--- config.mk ---
export PLATFORM = sky130hd
export DESIGN_NAME = shift32_seq_flat
export DESIGN_NICKNAME = d
export VERILOG_FILES = /design/src/rtl/shift32_seq_if.sv /design/src/rtl/shift32_seq.sv /design/src/flat_wrapper.sv
export SDC_FILE = /design/constraint.sdc
export NUM_CORES = 1
export LEC_CHECK = 0
export CORE_UTILIZATION = 47
export CTS_CLUSTER_SIZE = 14
export DETAILED_ROUTE_END_ITERATION = 10
export PLACE_DENSITY = 0.91
export SYNTH_ARGS = -nofsm -noshare
export SYNTH_HDL_FRONTEND = slang
export SYNTH_SLANG_ARGS = --single-unit
--- constraint.sdc ---
create_clock -name clk -period 1.93 [get_ports clk]
set_input_delay 0.386 -clock clk [delete_from_list [all_inputs] [get_ports clk]]
set_output_delay 0.386 -clock clk [all_outputs]
set_load 0.03 [all_outputs]
--- src/rtl/shift32_seq_if.sv ---
// Handshake/data bundle for the sequential shifter.
//   start  : request a new shift (taken only while ready=1)
//   op     : 00 SLL, 01 SRL, 10 SRA, 11 PASS
//   in0    : operand, sampled at accept
//   shamt  : shift amount 0-31, sampled at accept
//   ready  : block idle and able to accept start
//   done   : one-cycle pulse, out carries the final result
//   out    : result register
interface shift32_seq_if;
    logic        start;
    logic [1:0]  op;
    logic [31:0] in0;
    logic [4:0]  shamt;
    logic        ready;
    logic        done;
    logic [31:0] out;

    modport master (output start, op, in0, shamt, input ready, done, out);
    modport slave  (input start, op, in0, shamt, output ready, done, out);
endinterface

--- src/rtl/shift32_seq.sv ---
// Sequential one-bit-per-cycle 32-bit shifter (SLL/SRL/SRA/PASS).
// Ports:
//   clk : rising-edge clock
//   rst : synchronous active-high reset
//   bus : shift32_seq_if.slave (start/op/in0/shamt in, ready/done/out out)
// An accepted request takes 1+shamt cycles to done (1 cycle for PASS or
// shamt=0). ready and done are registered FSM outputs.
module shift32_seq (
    input  logic          clk,
    input  logic          rst,
    shift32_seq_if.slave  bus
);
    localparam int DATA_W = 32;

    localparam logic [1:0] OP_SLL  = 2'b00;
    localparam logic [1:0] OP_SRL  = 2'b01;
    localparam logic [1:0] OP_SRA  = 2'b10;
    localparam logic [1:0] OP_PASS = 2'b11;

    typedef enum logic [1:0] {IDLE, SHIFT, DONE} state_t;

    state_t              state;
    logic [4:0]          count;
    logic [1:0]          op_r;
    logic [DATA_W-1:0]   out_r;
    logic                done_r;
    logic                ready_r;

    // Single-bit step of the selected operation.
    function automatic logic [DATA_W-1:0] shift_one(input logic [DATA_W-1:0] v,
                                                    input logic [1:0] o);
        logic signed [DATA_W-1:0] s;
        s = v;
        case (o)
            OP_SLL:  return v << 1;
            OP_SRL:  return v >> 1;
            OP_SRA:  return $unsigned(s >>> 1);
            default: return v;
        endcase
    endfunction

    always_ff @(posedge clk) begin
        if (rst) begin
            state   <= IDLE;
            count   <= 5'd0;
            op_r    <= OP_SLL;
            out_r   <= '0;
            done_r  <= 1'b0;
            ready_r <= 1'b1;
        end else begin
            case (state)
                IDLE: begin
                    if (start_ok()) begin
                        out_r   <= bus.in0;
                        count   <= bus.shamt;
                        op_r    <= bus.op;
                        ready_r <= 1'b0;
                        // Nothing to shift: go straight to the result cycle.
                        if (bus.shamt == 5'd0 || bus.op == OP_PASS) begin
                            state  <= DONE;
                            done_r <= 1'b1;
                        end else begin
                            state  <= SHIFT;
                        end
                    end
                end
                SHIFT: begin
                    out_r <= shift_one(out_r, op_r);
                    count <= count - 5'd1;
                    if (count == 5'd1) begin
                        state  <= DONE;
                        done_r <= 1'b1;
                    end
                end
                DONE: begin
                    state   <= IDLE;
                    done_r  <= 1'b0;
                    ready_r <= 1'b1;
                end
                default: begin
                    state   <= IDLE;
                    done_r  <= 1'b0;
                    ready_r <= 1'b1;
                end
            endcase
        end
    end

    // start is only honoured while the registered ready is high.
    function automatic logic start_ok();
        return bus.start && ready_r;
    endfunction

    assign bus.out   = out_r;
    assign bus.done  = done_r;
    assign bus.ready = ready_r;
endmodule

--- src/flat_wrapper.sv ---
// flat-port wrapper written by rule: the top's interface ports become plain ports
module shift32_seq_flat 
  (clk, rst, bus_start, bus_op, bus_in0, bus_shamt, bus_ready, bus_done, bus_out);
  shift32_seq_if bus_i ();
  input  logic clk;
  input  logic rst;
  input wire logic [$bits(bus_i.start)-1:0] bus_start;
  input wire logic [$bits(bus_i.op)-1:0] bus_op;
  input wire logic [$bits(bus_i.in0)-1:0] bus_in0;
  input wire logic [$bits(bus_i.shamt)-1:0] bus_shamt;
  output wire logic [$bits(bus_i.ready)-1:0] bus_ready;
  output wire logic [$bits(bus_i.done)-1:0] bus_done;
  output wire logic [$bits(bus_i.out)-1:0] bus_out;
  assign bus_i.start = bus_start;
  assign bus_i.op = bus_op;
  assign bus_i.in0 = bus_in0;
  assign bus_i.shamt = bus_shamt;
  assign bus_ready = bus_i.ready;
  assign bus_done = bus_i.done;
  assign bus_out = bus_i.out;
  shift32_seq u_core (.clk(clk), .rst(rst), .bus(bus_i));
endmodule
; After elaboration in Yosys (flattened, before gate mapping)
; Cells that the tools add are included.
[totals]
reg_bits = 43
in_bits = 42
output_inout_bits = 34
elab_cells = 48
[op_classes]
addsub = 1
n_eq_ne = 11
muxes = 15
bitwise_logic = 1
reduce_logical = 13
[op_table]
columns = cell, n
row1 = $pmux W32 S3, 1
row2 = $pmux W32 S2, 1
row3 = $mux W32, 1
row4 = $pmux W5 S2, 1
row5 = $reduce_and A2 Y1, 4
row6 = $mux W2, 3
row7 = $ne A2 B1 Y1 const B, 3
row8 = $reduce_and A3 Y1, 2
row9 = $eq A5 B1 Y1 const B, 1
row10 = $logic_not A5 Y1, 1
row11 = $mux W5, 1
row12 = $sub A5 B1 Y5 const B, 1
row13 = $eq A2 B1 Y1 const B, 2
row14 = $eq A2 B2 Y1 const B, 2
row15 = $logic_not A2 Y1, 2
row16 = $mux W1, 4
row17 = $ne A4 B4 Y1 const B, 1
row18 = $pmux W1 S2, 2
row19 = $pmux W2 S2, 1
row20 = $reduce_and A4 Y1, 1
row21 = $ne A3 B3 Y1 const B, 1
row22 = $ne A2 B2 Y1 const B, 1
row23 = $reduce_bool A2 Y1, 1
row24 = $logic_and A1 B1 Y1, 1
row25 = 2 further kinds, 2

; Depth between registers and ports, before layout
; Gate-level depths: netlist of run 1.
[depth]
depth_word = 5
depth_mapped = 7
ltp_nobuf = 5

; Least setup slack after synthesis of run 1
; OpenSTA, ideal clock, no wires.
[synth_timing]
kind = reg2reg
from = register u_core.ready_r, in the netlist u_core.bus.ready
to = register u_core.out_r[0], in the netlist u_core.bus.out[0]
setup_time_ns = 0.122
arrival_ns = 1.552
required_ns = 1.808
path_slack_ns = 0.256
path_stages_with_launch = 5
n_path_buf = 1
period_less_slack_ns = 1.674
path_cell_list = dfxtp_1 a21oi_2 or3_1 buf_6 o311a_1
[synth_via]
elab_chain_cells = 3
[synth_rtl]
columns = item, line_no
row1 = "start, declared", shift32_seq.sv:27  ; logic ready_r;
row2 = "start signal, assigned", shift32_seq.sv:49  ; ready_r <= 1'b1;
row3 = "start signal, assigned", shift32_seq.sv:57  ; ready_r <= 1'b0;
row4 = "start signal, assigned", shift32_seq.sv:78  ; ready_r <= 1'b1;
row5 = $logic_and A1 B1 Y1, shift32_seq.sv:91  ; return bus.start && ready_r;
row6 = $ne A2 B1 Y1 (no source line), --
row7 = $reduce_and A3 Y1 (no source line), --
row8 = "end signal, assigned", shift32_seq.sv:54  ; out_r <= bus.in0;
row9 = "end signal, assigned", shift32_seq.sv:68  ; out_r <= shift_one(out_r, op_r);
row10 = "end, declared", shift32_seq.sv:25  ; logic [DATA_W-1:0] out_r;
; No other way between the ends.
; A chain may end at the register's enable or synchronous reset.

; Worst setup path after layout of run 1
[layout_timing]
from = register u_core.ready_r, in the netlist u_core.bus.ready
to = output bus_ready
[layout_rtl]
columns = item, line_no
row1 = "end, declared", flat_wrapper.sv:11  ; output wire logic [$bits(bus_i.ready)-1:0] bus_ready;
; No word-level cell between the ends.

==> reports/qor.yml, run 1 <==
clock_network:
  cts_resized: 0
  htree_levels: 2
  cts_setup_buffers: 0
  cts_max_path_buffers: 2
  tritoncts: "done"
  numCtsBuffers: 5
  path_clk_slew_ns: 0.09
  insertion_delay_ns: 0.30
  cts_sinks: 43
  cts_root_buf: "clkbuf_8"
  hold_buffers: 0
synth:
  ys_warn_count: 0
  synth_seq_area_share_pct: 34.3
  ys_async_sr_fraction_pct: 0
  yosys.area.top_type: "dfxtp_1"
  synth_edf_count: 0
  synth.avg_cell_area_um2: 9.05
  syn-instance-count: 277
  synth_top_cell_area_share_pct: 34.3
  yosys-top-cells-area: "dfxtp_1 34%, a221oi_1 11%, o311ai_0 10%, o31ai_1 9.3%, o21ai_0 6.0%"
  syn_nets: 324
  synthDistinctLibCells: 47
  syn_area_mm2: 0.00251
  ys.flop_type: "dfxtp_1"
  ys_seq_elements: 43
sta:
  grt_setup_unrepaired: "false"
  finalHoldViolCount: 0
  tightest_slew_ns: 0.564
  fmax_mhz: 539
  relSlewSlack_pct: 62.4
  fin_worst_skew_ns: 0.0105
  finalSetupViolCount: 0
  slew_violations: 0
  fin_crit_sh_pct: 96.1
  fin_crit_ns: 1.85
  whs_ns: 0.506
pwr:
  p_per_area_mw_per_mm2: 886
  ir_drop_v: 0.000541
  power.total_w: 0.00308
  leakage_nw: 1.21
worst_setup_path:
  critPathTopFamily: "buffers and inverters"
  rr_startpoint: "u_core.op_r[1]$_SDFFE_PP0P_"
  worstRegToRegCells: 6
  worstSetupEndpointType: "output pin"
  cp_slowest_cell: "clkdlybuf4s50_1"
  worstPathMaxFanout: 8
  cp_data_arrival_time_ns: 1.47
  r2r_slack_ns: 0.12
  reg2reg_to: "u_core.bus.out[18]$_SDFFE_PP0P_"
  worstSetupPathType: "flop to output pin"
  cp_num_buf_inv: 1
  slowest_delay_ns: 0.72
  cp.required_ns: 1.54
  critPathLaunchType: "flop"
  path_cells: "clkdlybuf4s50_1"
placed_design:
  gp_congestion: 0.858
  dpl.cell_count: 403
  port_buffers: 75
  dp_hpwl_mm: 5.16
worst_hold_path:
  min_path_type: "flop to flop"
  worstHoldPathCells: 2
  hp-start: "u_core.bus.done$_SDFFE_PP0P_"
  holdPathEnd: "u_core.bus.done$_SDFFE_PP0P_"
finish:
  n_fill_cell: 435
  antennaDiodeCount: 0
  synthToLayoutAreaGrowth_pct: 38.7
  final_layout_size_suffix_gt1_share_pct: 9.97
  final_cells: 411
  final_nets: 387
detailed_routing:
  drt_iter0_drc: 287
  drc: 0
  ant_nets: 0
  first_pass_iters: 5
  wl_per_cell_um: 18.0
  via_per_inst: 6.62
  vias: 2722
  finalWirelength_mm: 7.39
die:
  die_area_mm2: 0.00563
  rows: 26
  core_mm2: 0.00511
  io_pins: 76
  initial_utilization_pct: 49.1
  fp.dieW_um: 75.0
  die_h_um: 75.0
grt:
  grt_pass1_wl_mm: 11.8
  grt_max_degree: 65
  grt_usage_pct: 27.2
  grt_pass1_vias: 2565
  grt_antenna_before_repair: 0
  grt_overflow_total: 0
status:
  status: "finished clean"
run:
  cap_viol_max_count: 0
layout make-up:
| cell class | instances | area (µm²) | share of cell area (%) |
|---|---|---|---|
| clock buffers | 5 | 68.8 | 1.98 |
| repair buffers | 94 | 968 | 27.9 |
| multi-input cells | 188 | 1440 | 41.3 |
| clock inverters | 3 | 23.8 | 0.684 |
| inverters | 8 | 30.0 | 0.864 |
| flip-flops and latches | 43 | 861 | 24.8 |
| well taps | 70 | 87.6 | 2.52 |
registers in the layout (all words and copies together) (netlist names):
signal / cells
u_core.count: 5
u_core.bus.ready: 1
u_core.op_r: 2
u_core.bus.done: 1
u_core.bus.out: 32
u_core.state: 2
worst reg2reg max path: stages (launching register included):
cell and delay [ns]:
dfxtp_1 0.38, inv_1 0.08, ha_1 0.24, o21a_1 0.32, buf_12 0.21, a221oi_1 0.34
o31ai_1 0.13
per-stage QoR:
step	util [%]	worst slack, ns	TNS (ns)	cell area, µm²
2_1_floorplan	-	0.256	0	2510
3_3_place_gp	66.2	0.0328	0	3380
3_5_place_dp	66.2	-0.0976	-0.199	3380
4_1_cts	68.0	0.0597	0	3470
5_1_grt	68.1	0.0217	0	3480
6_report	68.1	0.0756	0	3480
metal layers:
layer  track usage, %  share of wire (%)
met1             34.3                 42
met2             48.0                 52
met3             4.42                5.3
met4             7.13                1.2
met5                0                  0
cells in the final DEF (no fill, tap or decap), types with 2 or more instances in the layout:
master and n:
nor3_1 4, o311ai_0 30, o31ai_1 31, a221oi_1 31, clkdlybuf4s50_1 75, nor2_1 5, buf_12 6, or3b_1 2
a211oi_1 4, o21ai_0 30, ha_1 5, a21oi_1 2, nand2_1 5, mux2i_1 4, inv_1 7, clkbuf_8 5
o211ai_1 2, nand2b_1 4, buf_4 13, clkinvlp_4 2, dfxtp_1 43, o21a_1 2, o21ai_1 2
cell families after synthesis:
kind of cell               synth area share [%]
AOI/OAI and AO/OA                          44.5
muxes                                      1.60
and+or+nand+nor                            8.14
buffers and inverters                      8.94
DFF                                        34.3
adders and majority gates                  2.50
Yosys cell counts (2+ instances only):
master    instances
a21oi_1           2
dfxtp_1          43
buf_2             8
o211ai_1          2
o31ai_1          31
ha_1              5
a211oi_1          4
o21ai_0          30
nor2_1            5
nand2b_1          4
buf_8             3
nand2_1           5
o21ai_1           2
nor2b_1           2
clkbuf_1         26
o311ai_0         30
a221oi_1         31
mux2i_1           4
or3b_1            2
o21a_1            2
inv_1             7
nor3_1            4
worst max path at each step:
stage / slack (ns) / depth (start not counted) / endpoint / from
after floorplan: 0.26 / 4 / u_core.bus.out[0]$_SDFFE_PP0P_ / u_core.bus.ready$_SDFFE_PP1P_
after global placement: 0.03 / 5 / u_core.bus.out[12]$_SDFFE_PP0P_ / bus_start
after detailed placement: -0.1 / 6 / u_core.bus.out[6]$_SDFFE_PP0P_ / bus_start
after CTS: 0.06 / 1 / bus_ready / u_core.bus.ready$_SDFFE_PP1P_
after global routing: 0.02 / 1 / bus_ready / u_core.bus.ready$_SDFFE_PP1P_
final: 0.08 / 1 / bus_ready / u_core.bus.ready$_SDFFE_PP1P_
report_power, final:
part | internal (W) | switching, W | total [W]
Clock | 0.000259 | 0.000341 | 0.000600
Combinational | 0.000585 | 0.000689 | 0.00127
Sequential | 0.00103 | 0.000174 | 0.00121
(Power assumes the default switching activity.)
==> run 2: changes to the inputs <==
--- a/config.mk
+++ b/config.mk
@@ -5,10 +5,13 @@
 export SDC_FILE = /design/constraint.sdc
 export NUM_CORES = 1
 export LEC_CHECK = 0
-export CORE_UTILIZATION = 47
+export CELL_PAD_IN_SITES_DETAIL_PLACEMENT = 1
+export CELL_PAD_IN_SITES_GLOBAL_PLACEMENT = 1
+export CORE_UTILIZATION = 35
 export CTS_CLUSTER_SIZE = 14
 export DETAILED_ROUTE_END_ITERATION = 10
-export PLACE_DENSITY = 0.91
+export PLACE_DENSITY = 0.92
+export RECOVER_POWER = 50
 export SYNTH_ARGS = -nofsm -noshare
 export SYNTH_HDL_FRONTEND = slang
 export SYNTH_SLANG_ARGS = --single-unit
==> run 2 against run 1 <==
Against the previous run:
- via count increased by 2.3%
- non-clock buffer count increased by 4
- sequential share of layout area decreased by 0.33 points
- die area increased by 33%
- cell area increased by 1.3%
- core utilization decreased by 17 points
- count of clock-buffer cells in the layout increased by 1
==> reports/qor.yml, run 2 (synthesized netlist as in run 1, its figures left out) <==
worst_setup_path:
  crit_end: "bus_out[2]"
  cp_num_buf_inv: 1
  cp_slowest_cell: "dlygate4sd3_1"
  crit_path_start: "u_core.bus.out[2]$_SDFFE_PP0P_"
  worstPathMaxFanout: 4
  cp_data_arrival_time_ns: 1.46
  worstRegToRegCells: 6
  worstSetupPathType: "flop to output pin"
  cp.required_ns: 1.54
  slowest_delay_ns: 0.76
  critPathLaunchType: "flop"
  critPathTopFamily: "buffers and inverters"
  worstSetupEndpointType: "output pin"
  r2r_slack_ns: 0.13
  cp.depth: 1
  rr_startpoint: "u_core.op_r[0]$_SDFFE_PP0P_"
  path_cells: "dlygate4sd3_1"
  reg2reg_to: "u_core.bus.out[0]$_SDFFE_PP0P_"
placed_design:
  gp_congestion: 0.776
  port_buffers: 75
  post-place-ws_ns: -0.0944
  dp_hpwl_mm: 6.03
pwr:
  internal_power_w: 0.00209
  p_switching_w: 0.00122
  p_sw_share_pct: 36.7
  leakage_nw: 1.27
  clockPowerShare_pct: 25.3
  p_seq_share_pct: 36.5
  p_per_area_mw_per_mm2: 939
  power.total_w: 0.00331
  power_frac_comb_pct: 38.2
  ir_drop_v: 0.000304
finish:
  multi_input_area_mm2: 0.00143
  largest_register_ffs: 32
  final_common_cell: "clkdlybuf4s50_1"
  n_fill_cell: 793
  antennaDiodeCount: 0
  synthToLayoutAreaGrowth_pct: 40.6
  final_nets: 391
  final_layout_size_suffix_gt1_share_pct: 9.57
  layout_common_cells: "56 x clkdlybuf4s50_1, 43 x dfxtp_1, 31 x a221oi_1, 31 x o31ai_1"
  register_area_um2: 861
detailed_routing:
  drt_iter0_drc: 187
  drc: 0
  wl_met2_mm: 4.22
  wl_per_cell_um: 19.6
  vias: 2785
  highest_layer: "met4"
  ant_nets: 0
  finalWirelength_mm: 8.64
  wl_met1_mm: 3.74
  wl_met3_um: 407
  first_pass_iters: 4
  via_per_inst: 6.32
sta:
  grt_setup_unrepaired: "false"
  fin_worst_skew_ns: 0.00390
  fin_crit_ns: 1.85
  finalSetupViolCount: 0
  relSlewSlack_pct: 65.8
  setup_ws_ns: 0.0800
  slew_violations: 0
  fin_crit_sh_pct: 95.9
  tightest_slew_ns: 0.512
  finalHoldViolCount: 0
  fmax_mhz: 541
die:
  fp.dieW_um: 86.6
  die_h_um: 86.6
  initial_utilization_pct: 36.5
  io_pins: 76
  rows: 30
  die_area_mm2: 0.00750
  core_mm2: 0.00687
clock_network:
  cts_sinks: 43
  path_clk_slew_ns: 0.08
  cts_root_buf: "clkbuf_8"
  tritoncts: "done"
  htree_levels: 2
  numCtsBuffers: 5
  hold_buffers: 0
  cts_resized: 0
  cts_max_path_buffers: 2
  cts_setup_buffers: 0
  insertion_delay_ns: 0.29
grt:
  grt_pass1_wl_mm: 14.3
  grt_max_degree: 32
  grt_overflow_total: 0
  grt_usage_pct: 23.8
  grt_antenna_before_repair: 0
  grt_pass1_vias: 2868
status:
  status: "finished clean"
worst_hold_path:
  hp-start: "u_core.bus.done$_SDFFE_PP0P_"
  min_path_type: "flop to flop"
  worstHoldPathCells: 2
run:
  cap_viol_max_count: 0
==> run 2: changes by cell type in the layout (fill, tap and decap cells not counted) <==
cell             before  now
bufinv_16             0    2
inv_6                 1    0
clkinvlp_4            2    0
buf_12                6    3
nor2b_4               1    0
clkdlybuf4s50_1      75   56
clkbuf_1              0    4
nor2b_1               1    2
dlygate4sd3_1         0   19
buf_4                13   17
==> run 2: final cells by class <==
cell class	instances	area share, %
Multi-Input combinational cell	188	40.6
Clock inverter	2	1.70
Sequential cell	43	24.4
Clock buffer	6	2.06
Tap cell	96	3.41
Timing Repair Buffer	98	27.0
Inverter	8	0.852
==> run 2: power by group through the flow <==
stage               Clock (W)  Combinational, W  Sequential, W
detailed placement          0           0.00128        0.00122
finish               0.000837           0.00126        0.00121
global placement            0           0.00123        0.00122
CTS                  0.000851           0.00129        0.00121
floorplan                   0          0.000579        0.00139
global route         0.000880           0.00136        0.00122
==> run 2: worst min-delay path by stage <==
stage                              endpoint  slack (ns)
3_5_place_dp   u_core.bus.done$_SDFFE_PP0P_        0.49
6_report       u_core.bus.done$_SDFFE_PP0P_        0.51
2_1_floorplan  u_core.count[4]$_SDFFE_PP0P_        0.47
3_3_place_gp   u_core.count[4]$_SDFFE_PP0P_        0.48
5_1_grt        u_core.count[4]$_SDFFE_PP0P_        0.55
4_1_cts        u_core.bus.done$_SDFFE_PP0P_        0.52
==> run 2: through the flow <==
step | hold slack, ns | util [%] | std cells | cell area, µm² | TNS, ns
3_5_place_dp | 0.487 | 49.6 | 433 | 3400 | -0.424
3_3_place_gp | 0.481 | 49.6 | 433 | 3400 | 0
2_1_floorplan | 0.470 | - | 277 | 2510 | 0
4_1_cts | 0.517 | 51.5 | 441 | 3540 | 0
5_1_grt | 0.551 | 51.3 | 441 | 3520 | 0
6_report | 0.511 | 51.3 | 441 | 3520 | 0
==> run 2: layer usage <==
| metal | global-route usage [%] | vias up |
|---|---|---|
| li1 | - | 1281 |
| met1 | 30.3 | 1366 |
| met2 | 40.3 | 107 |
| met3 | 3.14 | 31 |
| met4 | 10.8 | 0 |
| met5 | 0 | - |
==> RTL edit, RTL diff (config.mk and constraints of run 2) <==
Make the reset (`rst`) asynchronous in one clocked block. Comments in the files are not updated.
--- a/src/rtl/shift32_seq.sv
+++ b/src/rtl/shift32_seq.sv
@@ -39,7 +39,7 @@
         endcase
     endfunction
 
-    always_ff @(posedge clk) begin
+    always_ff @(posedge clk or posedge rst) begin
         if (rst) begin
             state   <= IDLE;
             count   <= 5'd0;
Check against the original RTL: differs if rst is asserted again (counterexample within 4 cycles, from zero or initial values and one cycle with rst high); with rst held inactive, the same outputs for 10 cycles.
==> RTL edit against run 2 <==
Synthesized area up 9.3%; routed wire length down 18%; clock skew up 0.0033 ns; worst setup slack worse by 0.0043 ns; first-iteration DRC count down 71%; sequential cell count unchanged; design area up 4.9%; critical path type unchanged.
Power is not compared: it rests on default switching activity, and its combinational part moved more than twofold at a synthesized area within 25%.
==> RTL edit: results (changes against run 2) <==
[outcome]
status = finished clean

[synth]
seq_area_frac_synth_pct = 39.3  ; +5.0 points
synth_common_cells = dfrtp_1 (42), nor2_1 (39), a21oi_2 (31)
synthCells = 256  ; -7.6%
synthDistinctLibCells = 39  ; -17%
synth_nets = 303  ; -6.5%
synth.most_common_cell = dfrtp_1
synth.top_cells.by_area = dfrtp_1 (38%), a221oi_2 (16%), a21oi_2 (9.9%)

[timing]
worstMarginPinSlew_ns = 0.703  ; +0.190 ns
whs_ns = 0.546  ; +0.0344 ns
finalCriticalPeriod_ns = 1.85  ; +0.00432 ns

[place]
place_ws_ns = -0.0747  ; +0.0196 ns
dp_hpwl_mm = 5.22  ; -13%
dp.cells = 421  ; -2.8%
gp_congestion = 0.767  ; -1.2%

[final_layout]
post-route-util_pct = 49.9  ; -1.4 points
multi_input_area_um2 = 1480  ; +3.7%
design.seq.count = 43  ; unchanged
comb.multi_input.count = 181  ; -3.7%
num-fill-cells = 826  ; +4.2%
inv_count = 9  ; +1
buffers_excl_clock = 89  ; -9.2%
regArea_um2 = 1080  ; +25%
nClkBuffers = 7  ; +1
nets = 376  ; -3.8%

[critical_path]
slowest_delay_ns = 0.71  ; -0.05 ns
r2r_end = u_core.bus.out[31]
slowest_stage = clkdlybuf4s50_1

[worst_hold_path]
min_from = u_core.bus.out[0]
whs_endpoint = u_core.bus.out[0]

[route]
first_iter_violations = 54  ; -71%
num_vias = 2273  ; -18%
met2WireLength_mm = 3.55  ; -16%
drt-met1-wl_mm = 3.22  ; -14%
wire_per_inst_um = 16.5  ; -16%

[global_routing]
grt_start_max_net_pins = 43  ; +34%
grt_usage_pct = 18.0  ; -5.9 points

[floorplanning]
die_w_um = 90.5  ; +4.4%

==> RTL edit: cells by family after synthesis <==
family	after synthesis	share of synthesized area (%)
AOI/OAI and AO/OA	91	33.9
and+or+nand+nor	84	17.5
DFF	43	39.3
buffers and inverters	32	6.53
adders and majority gates	5	2.28
muxes	1	0.411
==> RTL edit: worst max path at each step <==
stage | startpoint | cells past startpoint | to
floorplan | u_core.bus.ready | 4 | u_core.bus.out[16]
global placement | bus_shamt[0] | 5 | u_core.bus.done
detailed placement | bus_shamt[0] | 5 | u_core.bus.done
CTS | u_core.bus.out[15] | 1 | bus_out[15]
global route | u_core.bus.out[15] | 1 | bus_out[15]
finish | u_core.bus.out[15] | 1 | bus_out[15]
==> RTL edit: power groups by stage <==
stage / clock network [mW] / registers, mW / logic [mW]
after detailed placement: 0 / 1.98 / 5.47
after global routing: 0.697 / 2.05 / 5.78
after global placement: 0 / 1.95 / 5.26
final: 0.634 / 1.95 / 5.36
after CTS: 0.666 / 1.96 / 5.48
after floorplan: 0 / 2.53 / 3.29
==> RTL edit: per-stage QoR <==
stage	TNS, ns	total power [mW]
floorplan	0	5.82
global placement	-0.0120	7.21
detailed placement	-0.144	7.45
CTS	0	8.11
global route	0	8.53
finish	0	7.95
==> RTL edit: per-layer routing <==
metal / GRT usage [%] / up-vias
met5: 0 / -
met4: 4.84 / 0
met3: 2.27 / 5
met2: 31.6 / 51
met1: 23.1 / 1117
li1: - / 1100
==> RTL edit: what timing repair did <==
item | 4_1_cts | 5_1_grt
buffers inserted | 0 | 0
setup endpoints to repair | 1 | 0
endpoints found under the hold margin | 0 | 0
resized for setup | 1 | 0
